===== config.mk =====
export PLATFORM = sky130hd
export DESIGN_NAME = mux_scan_sequencer
export DESIGN_NICKNAME = d
export VERILOG_FILES = /design/src/rtl/mux_scan_pkg.sv /design/src/rtl/mux_scan_next_ch.sv /design/src/rtl/mux_scan_sequencer.sv
export SDC_FILE = /design/constraint.sdc
export NUM_CORES = 1
export LEC_CHECK = 0
export BUFFER_PORTS_ARGS = -buffer_cell sky130_fd_sc_hd__buf_2
export CORE_MARGIN = 5
export CORE_UTILIZATION = 57
export CTS_CLUSTER_DIAMETER = 80
export DETAILED_ROUTE_END_ITERATION = 7
export HOLD_SLACK_MARGIN = 0.08
export PLACE_DENSITY_LB_ADDON = 0.05
export SYNTH_ARGS = -nofsm -noshare
export SYNTH_HDL_FRONTEND = slang
export SYNTH_SLANG_ARGS = --single-unit
export TNS_END_PERCENT = 10

===== constraint.sdc =====
create_clock -name clk -period 2.8 [get_ports clk]
set_input_delay 0.28 -clock clk [delete_from_list [all_inputs] [get_ports clk]]
set_output_delay 0.28 -clock clk [all_outputs]
set_load 0.02 [all_outputs]

===== src/rtl/mux_scan_pkg.sv =====
// mux_scan_pkg
//   Shared constants and FSM state type for the mux scan sequencer.
//   NUM_CH / CH_W / DATA_W describe the 8-to-1, 4-bit channel multiplexer
//   being scanned.
package mux_scan_pkg;

    localparam int NUM_CH = 8;
    localparam int CH_W   = 3;
    localparam int DATA_W = 4;

    typedef enum logic [1:0] {
        IDLE   = 2'd0,
        SETTLE = 2'd1,
        OUTPUT = 2'd2
    } scan_state_t;

endpackage


===== src/rtl/mux_scan_next_ch.sv =====
// mux_scan_next_ch
//   Combinational channel picker.
//   Ports:
//     mask    in  NUM_CH : enabled-channel mask
//     cur_ch  in  CH_W   : current channel
//     next_ch out CH_W   : lowest set channel strictly above cur_ch
//     wrap    out 1      : no set channel above cur_ch
//     lowest  out CH_W   : lowest set channel in mask (0 when mask is 0)
module mux_scan_next_ch
    import mux_scan_pkg::*;
(
    input  logic [NUM_CH-1:0] mask,
    input  logic [CH_W-1:0]   cur_ch,
    output logic [CH_W-1:0]   next_ch,
    output logic              wrap,
    output logic [CH_W-1:0]   lowest
);

    always_comb begin
        next_ch = '0;
        wrap    = 1'b1;
        lowest  = '0;
        // Walking downward means the last hit is the lowest qualifying bit.
        for (int i = NUM_CH - 1; i >= 0; i--) begin
            if (mask[i]) begin
                lowest = CH_W'(i);
                if (CH_W'(i) > cur_ch) begin
                    next_ch = CH_W'(i);
                    wrap    = 1'b0;
                end
            end
        end
    end

endmodule


===== src/rtl/mux_scan_sequencer.sv =====
// mux_scan_sequencer
//   Scans the enabled channels of an 8-to-1 mux: selects a channel, waits
//   SETTLE_CYCLES, captures mux_data and offers (chan, data) on a
//   valid/ready port. Single-pass or continuous scanning.
//   Ports:
//     clk, rst_n (sync, active-low)
//     start, stop, continuous, chan_mask[7:0]  : control
//     mux_data[3:0]                            : mux output
//     sel0/sel1/sel2, mux_enable               : mux control
//     out_valid, out_ready, out_chan, out_data : sample port
//     busy, scan_done                          : status
//   All outputs come straight from flops.
module mux_scan_sequencer
    import mux_scan_pkg::*;
#(
    parameter int SETTLE_CYCLES = 2,
    parameter int CNT_W         = 4
) (
    input  logic              clk,
    input  logic              rst_n,
    input  logic              start,
    input  logic              stop,
    input  logic              continuous,
    input  logic [NUM_CH-1:0] chan_mask,
    input  logic [DATA_W-1:0] mux_data,
    output logic              sel0,
    output logic              sel1,
    output logic              sel2,
    output logic              mux_enable,
    output logic              out_valid,
    input  logic              out_ready,
    output logic [CH_W-1:0]   out_chan,
    output logic [DATA_W-1:0] out_data,
    output logic              busy,
    output logic              scan_done
);

    scan_state_t       state_q, state_d;
    logic [CH_W-1:0]   sel_q, sel_d;
    logic [CNT_W-1:0]  cnt_q, cnt_d;
    logic [NUM_CH-1:0] mask_q, mask_d;
    logic              cont_q, cont_d;
    logic              stop_pending_q, stop_pending_d;
    logic              out_valid_q, out_valid_d;
    logic [CH_W-1:0]   out_chan_q, out_chan_d;
    logic [DATA_W-1:0] out_data_q, out_data_d;
    logic              scan_done_q, scan_done_d;

    // Walk of the latched mask from the current channel.
    logic [CH_W-1:0]   walk_next, walk_lowest;
    logic              walk_wrap;

    mux_scan_next_ch u_walk (
        .mask    (mask_q),
        .cur_ch  (sel_q),
        .next_ch (walk_next),
        .wrap    (walk_wrap),
        .lowest  (walk_lowest)
    );

    // First channel of a freshly latched mask (start or continuous wrap).
    logic [CH_W-1:0]   new_lowest, new_next_unused;
    logic              new_wrap_unused;

    mux_scan_next_ch u_first (
        .mask    (chan_mask),
        .cur_ch  ('0),
        .next_ch (new_next_unused),
        .wrap    (new_wrap_unused),
        .lowest  (new_lowest)
    );

    logic unused_walk;
    assign unused_walk = &{1'b0, walk_lowest, new_next_unused, new_wrap_unused};

    wire mask_nz   = |chan_mask;
    wire handshake = out_valid_q & out_ready;

    always_comb begin
        state_d        = state_q;
        sel_d          = sel_q;
        cnt_d          = cnt_q;
        mask_d         = mask_q;
        cont_d         = cont_q;
        stop_pending_d = stop_pending_q;
        out_valid_d    = out_valid_q;
        out_chan_d     = out_chan_q;
        out_data_d     = out_data_q;
        scan_done_d    = 1'b0;

        case (state_q)
            IDLE: begin
                if (start && !stop && mask_nz) begin
                    mask_d  = chan_mask;
                    cont_d  = continuous;
                    sel_d   = new_lowest;
                    cnt_d   = '0;
                    state_d = SETTLE;
                end
            end
            SETTLE: begin
                if (stop) begin
                    state_d = IDLE;
                end else if (cnt_q == CNT_W'(SETTLE_CYCLES - 1)) begin
                    out_data_d  = mux_data;
                    out_chan_d  = sel_q;
                    out_valid_d = 1'b1;
                    state_d     = OUTPUT;
                end else begin
                    cnt_d = cnt_q + CNT_W'(1);
                end
            end
            OUTPUT: begin
                if (stop) stop_pending_d = 1'b1;
                if (handshake) begin
                    out_valid_d = 1'b0;
                    cnt_d       = '0;
                    if (stop || stop_pending_q) begin
                        // Abort is taken only once the held word is delivered.
                        stop_pending_d = 1'b0;
                        state_d        = IDLE;
                    end else if (!walk_wrap) begin
                        sel_d   = walk_next;
                        state_d = SETTLE;
                    end else begin
                        scan_done_d = 1'b1;
                        state_d     = IDLE;
                        if (cont_q) begin
                            mask_d = chan_mask;
                            cont_d = continuous;
                            if (mask_nz) begin
                                sel_d   = new_lowest;
                                state_d = SETTLE;
                            end
                        end
                    end
                end
            end
            default: state_d = IDLE;
        endcase
    end

    always_ff @(posedge clk) begin
        if (!rst_n) begin
            state_q        <= IDLE;
            sel_q          <= '0;
            cnt_q          <= '0;
            mask_q         <= '0;
            cont_q         <= 1'b0;
            stop_pending_q <= 1'b0;
            out_valid_q    <= 1'b0;
            out_chan_q     <= '0;
            out_data_q     <= '0;
            scan_done_q    <= 1'b0;
        end else begin
            state_q        <= state_d;
            sel_q          <= sel_d;
            cnt_q          <= cnt_d;
            mask_q         <= mask_d;
            cont_q         <= cont_d;
            stop_pending_q <= stop_pending_d;
            out_valid_q    <= out_valid_d;
            out_chan_q     <= out_chan_d;
            out_data_q     <= out_data_d;
            scan_done_q    <= scan_done_d;
        end
    end

    assign {sel2, sel1, sel0} = sel_q;
    assign busy       = (state_q != IDLE);
    assign mux_enable = busy;
    assign out_valid  = out_valid_q;
    assign out_chan   = out_chan_q;
    assign out_data   = out_data_q;
    assign scan_done  = scan_done_q;

endmodule


==> key figures, run 1 <==
Status
  • Status: complete, no violations

Timing
  • Final Hold Vio Count: 0
  • Period Utilization, post-route: 68.7%
  • Min Tclk post-route: 1920 ps
  • Finish-stage setup viols: 0
  • Worst hold slack: 156 ps
  • Worst-Margin Slew: 545 ps
  • Maximum clock rate: 520 MHz
  • Final Max Slew Viols: 0
  • Setup tns final: 0 ps
  • RSZ-0062 raised after global routing: no
  • Worst slew margin: 63.5%
  • Clk_skew: 14.8 ps

Finish
  • Most frequent cells in the layout: 31 x buf_2, 27 x dfxtp_1, 23 x nor2_1
  • Syn-to-layout area delta: 11.6%
  • Diode count: 0
  • Final Instance Area: 0.00168 mm^2
  • Finished Layout Cells: 242
  • Layout cell share with drive strength beyond 1: 24.5%
  • Final net count: 233
  • Leading cell type in the layout, fill and taps excluded: buf_2

Logic synthesis
  • Synth Warn #: 0
  • Async SR Flop Fraction: 0%
  • Synthesized area: 0.00151 mm^2
  • Mapped Cells: 183
  • Flops & latches, synth: 27
  • Number of library cell types mapped by synthesis: 51
  • Synth Flop Type: dfxtp_1
  • Seq/Total Area, Yosys: 35.9%
  • Syn Nets: 203
  • Syn_area_per_cell: 8.23 um^2
  • Post-synth EDFFs: 0

Detailed routing
  • Initial DRC count: 91
  • Post-route DRC: 0
  • Vias per std cell: 5.90
  • Initial DRT Pass Iterations: 4
  • Drt total wl: 3.49 mm
  • DR WL/cell: 14.4 um
  • Post-route ant nets: 0
  • Vias: 1429

Die
  • Die ar.: 0.00377 mm^2
  • Die width: 61.4 um
  • Total I/O pin count: 32
  • FP Rows: 18
  • Core area: 0.00250 mm^2
  • Die height: 61.4 um
  • Starting Density: 60.2%

Global routing
  • GRT Total Usage: 20.5%
  • Largest net degree at the start of global routing: 18
  • Congestion Overflow GR: 0
  • Vias in the first global route: 1321
  • Antenna violations before repair: 0
  • First-pass GRT wire length: 5.73 mm

Worst setup path
  • Element type at the critical path start: register
  • CP peak stage delay: 570 ps
  • Critical path type: register to register
  • R2R setup slack: 880 ps
  • CP cell instances: nor3b_2, nor4_4, a31oi_1, nor3_1, nor2_2, a221oi_2
  • Critical Path RT: 3050 ps
  • Setup crit end kind: register
  • Arr. time, crit path: 2180 ps
  • Worst Path Max Fanout: 12
  • Slowest CP cell: dfxtp_1

Power and ir drop
  • Peak VDD IR: 0.330 mV
  • LEAKAGE: 0.693 nW
  • P per Cell Area: 476 mW/mm^2

CTS
  • Worst skew pair latency: 340 ps
  • Post-CTS setup buffers: 0
  • Root Driver: clkbuf_4
  • CTS Hold Buffers Added: 0
  • Clk buf depth: 2
  • CTS tree: built
  • CTS sink cnt: 27
  • Post-CTS sizing: 0
  • H-tree Lvls: 1
  • CTS buffer count: 3
  • Clk slew on worst S/H paths: 160 ps

Placement
  • Placed cell count: 238
  • Placed Instance Area: 0.00165 mm^2
  • Routability cong.: 0.909
  • IO Port Bufs: 31
  • Post-DP HPWL: 2.69 mm

Flow run
  • Max-cap violations: 0

Min path
  • Hold crit path type: primary input to register
[metal layers]
| metal | vias up | track usage, % | wire length, um |
|---|---|---|---|
| met2 | 56 | 32.9 | 1550 |
| met3 | 7 | 4.40 | 355 |
| met5 | - | 0 | 0 |
| met1 | 651 | 27.6 | 1540 |
| li1 | 715 | - | - |
| met4 | 0 | 6.36 | 53 |
[registers in the layout, summed over array words and instances, names as in the netlist]
signal	cells
cnt_q	4
cont_q	1
mask_q	7
out_chan	3
out_data	4
out_valid	1
scan_done	1
sel_q	3
state_q	2
stop_pending_q	1
[synth_stat cells (2+ instances only)]
cell       n  share of area (%)
nand2_1   16                4.0
nand2b_1   2               0.83
nor2_1    23                5.7
nor3b_1    2                1.0
ha_1       2                1.7
nand3_1   13                4.3
o31ai_1    5                2.5
mux2i_1    5                3.3
nor4_1     3                1.2
a31oi_1    2               0.83
a21oi_1   15                5.0
nor3_1     3                1.0
o21ai_0   13                4.3
or3_1      2               0.83
inv_1     10                2.5
buf_6      2                1.5
clkbuf_1   2               0.50
or2_2      3                1.2
nor2b_1    2               0.83
dfxtp_1   27                 36
[stage by stage]
step | setup slack, ps | utilization, % | total power (W)
after global routing | 682 | 67.2 | 0.000848
after CTS | 886 | 67.2 | 0.000799
final | 877 | 67.2 | 0.000799
after global placement | 865 | 66.0 | 0.000622
after detailed placement | 824 | 66.0 | 0.000626
after floorplan | 1010 | - | 0.000581
[worst max-delay path, delay by kind of cell (launching register included)]
kind            cells  cell delay, ps
flops               1             570
compound gates      2             410
simple gates        4             870
[power by group]
group          internal, W  total, W  switching (W)  leakage, nW
Sequential        0.000403  0.000427      0.0000242        0.219
Combinational    0.0000785  0.000193       0.000115        0.459
Clock            0.0000549  0.000178       0.000123       0.0139
[kinds of logic (layout without fill, tap and decap cells)]
kind of cell               Yosys count  count (layout)  share of synthesized area [%]
muxes                                5               5                           3.33
adders and majority gates            2               2                           1.66
buffers and inverters               17              46                           6.23
DFF                                 27              27                           35.9
and+or+nand+nor                     78              78                           27.2
xor gates and xnor gates             2               2                           1.16
AOI/OAI and AO/OA                   52              52                           24.5
[area by class of cell]
type                       count  area [um^2]
multi-input combinational    139          871
fill                         214          821
sequential                    27          541
clock buffer                   3         22.5
timing repair buffer          32          163
inverter                      10         37.5
tap                           30         37.5
clock inverter                 1         7.51
[worst paths after layout]
check / from / to / depth (start not counted)
max reg2reg: sel_q[1] / sel_q[0] / 6
min: mux_data[1] / out_data[1] / 3
max: sel_q[1] / sel_q[0] / 6
min reg2reg: stop_pending_q / stop_pending_q / 2
Power figures use the tool's default switching activity.
==> inputs of run 2 (changes only) <==
--- a/config.mk
+++ b/config.mk
@@ -7,7 +7,7 @@
 export LEC_CHECK = 0
 export BUFFER_PORTS_ARGS = -buffer_cell sky130_fd_sc_hd__buf_2
 export CORE_MARGIN = 5
-export CORE_UTILIZATION = 57
+export CORE_UTILIZATION = 48
 export CTS_CLUSTER_DIAMETER = 80
 export DETAILED_ROUTE_END_ITERATION = 7
 export HOLD_SLACK_MARGIN = 0.08
==> constraint.sdc (replaced) <==
create_clock -name clk -period 1.6 [get_ports clk]
set_input_delay 0.16 -clock clk [delete_from_list [all_inputs] [get_ports clk]]
set_output_delay 0.16 -clock clk [all_outputs]
set_load 0.02 [all_outputs]
==> key figures, run 2 (synthesis gave the netlist of run 1 again) <==
Status
  • Status: finished, violations left
  • Violated checks: setup timing

Die
  • Die width: 66 um
  • Die ar.: 0.00436 mm^2
  • Total I/O pin count: 32
  • Starting Density: 49.7%
  • FP Rows: 20
  • Die height: 66 um
  • Core area: 0.00303 mm^2

Placement
  • IO Port Bufs: 31
  • Post-DP HPWL: 3.34 mm
  • Routability cong.: 0.888
  • Place WS: -159 ps
  • Placed cell count: 293

Detailed routing
  • Vias: 1607
  • Post-route ant nets: 0
  • Vias per std cell: 5.29
  • Drt total wl: 4.37 mm
  • Initial DRT Pass Iterations: 4
  • Post-route DRC: 0
  • Initial DRC count: 110
  • DR WL/cell: 14.4 um

Timing
  • Clk_skew: 13.5 ps
  • Final Hold Vio Count: 0
  • Min Tclk post-route: 1760 ps
  • Worst slew margin: 71.6%
  • Maximum clock rate: 567 MHz
  • Final Max Slew Viols: 0
  • Finish-stage setup viols: 13
  • Setup ws final: -164 ps
  • Worst-Margin Slew: 426 ps
  • Worst hold slack: 141 ps
  • Setup tns final: -1170 ps
  • RSZ-0062 raised after global routing: yes
  • Period Utilization, post-route: 110%

Power and ir drop
  • LEAKAGE: 0.965 nW
  • Total power draw: 0.00159 W
  • Peak VDD IR: 0.385 mV
  • P per Cell Area: 725 mW/mm^2

Global routing
  • GRT Total Usage: 21.9%
  • Antenna violations before repair: 0
  • Vias in the first global route: 1652
  • Congestion Overflow GR: 0
  • Largest net degree at the start of global routing: 17
  • First-pass GRT wire length: 7.50 mm

Worst setup path
  • RR Startpoint: mask_q[4]
  • Worst Path Max Fanout: 4
  • Arr. time, crit path: 2010 ps
  • Element type at the critical path start: register
  • Critical path type: register to register
  • Critical Path RT: 1850 ps
  • Reg2reg end: sel_q[0]
  • R2R cell count: 6
  • Setup crit end kind: register
  • R2R setup slack: -160 ps

CTS
  • Root Driver: clkbuf_4
  • CTS sink cnt: 27
  • Clk buf depth: 2
  • H-tree Lvls: 1
  • Clk slew on worst S/H paths: 160 ps
  • CTS tree: built
  • CTS buffer count: 3
  • Worst skew pair latency: 340 ps

Finish
  • Syn-to-layout area delta: 45.4%
  • Layout cell share with drive strength beyond 1: 44.2%
  • Most frequent cells in the layout: 41 x buf_4, 31 x buf_2, 23 x nor2_1
  • Final net count: 281
  • Leading cell type in the layout, fill and taps excluded: buf_4
  • Finished Layout Cells: 304
  • Reg with most FFs: mask_q
  • Max FFs per register: 7
  • Diode count: 0

Flow run
  • Max-cap violations: 0

Min path
  • Hold crit path type: primary input to register
  • Min-delay src: out_ready
  • Worst hold path depth: 3
  • Min-Delay Endpoint: scan_done
==> run 2: cell count changes in the layout (fill, tap and decap cells not counted), moves of 2 or more <==
cell | previous run | this run
buf_4 | 1 | 41
dfxtp_1 | 27 | 20
dfxtp_2 | 0 | 6
dlygate4sd3_1 | 0 | 5
o21ai_0 | 13 | 9
nand3_1 | 13 | 10
nand3_2 | 1 | 4
o21ai_1 | 0 | 3
buf_6 | 0 | 2
==> run 2: through the flow <==
step                cell area (um^2)  utilization [%]
floorplan                       1510                -
global placement                1990             65.8
detailed placement              1990             65.8
CTS                             2130             70.3
global route                    2190             72.3
finish                          2190             72.3
==> run 2: worst max path at each step <==
stage / slack [ps] / from / end / cells after the start
floorplan: -30 / sel_q[2] / mask_q[2] / 7
global placement: -110 / sel_q[1] / sel_q[0] / 7
detailed placement: -160 / mask_q[5] / sel_q[0] / 6
CTS: -140 / mask_q[4] / sel_q[0] / 6
global route: -280 / mask_q[4] / sel_q[0] / 6
finish: -160 / mask_q[4] / sel_q[0] / 6
==> run 2: area by class of cell <==
type                       instances  area, um^2
fill                             236         840
clock inverter                     1        5.00
sequential                        27         552
tap                               44        55.1
multi-input combinational        139         961
timing repair buffer              80         556
clock buffer                       3        22.5
inverter                          10        37.5
==> run 2: what timing repair did <==
action,4_1_cts,5_1_grt
pin swaps,10,3
hold buffers,5,0
endpoints found under the setup margin,15,25
resized for setup,12,17
endpoints found under the hold margin,5,0
setup buffers,3,0
==> run 2: critical path: stages (launching register included) <==
cell and delay [ps]:
dfxtp_2 350, o21ba_4 220, nor4_4 400, a31oi_2 200, nor3_2 250, nor2_2 70, a221oi_2 190
==> run 2: report_power, final <==
group          internal, W  switching (W)
sequential        0.000706      0.0000342
combinational     0.000266       0.000273
clock            0.0000940       0.000212
==> run 2: per-layer routing <==
layer / GRT usage [%] / wire length, um
met4: 6.35 / 31
met3: 2.72 / 198
met1: 28.5 / 2000
met5: 0 / 0
met2: 37.8 / 2150
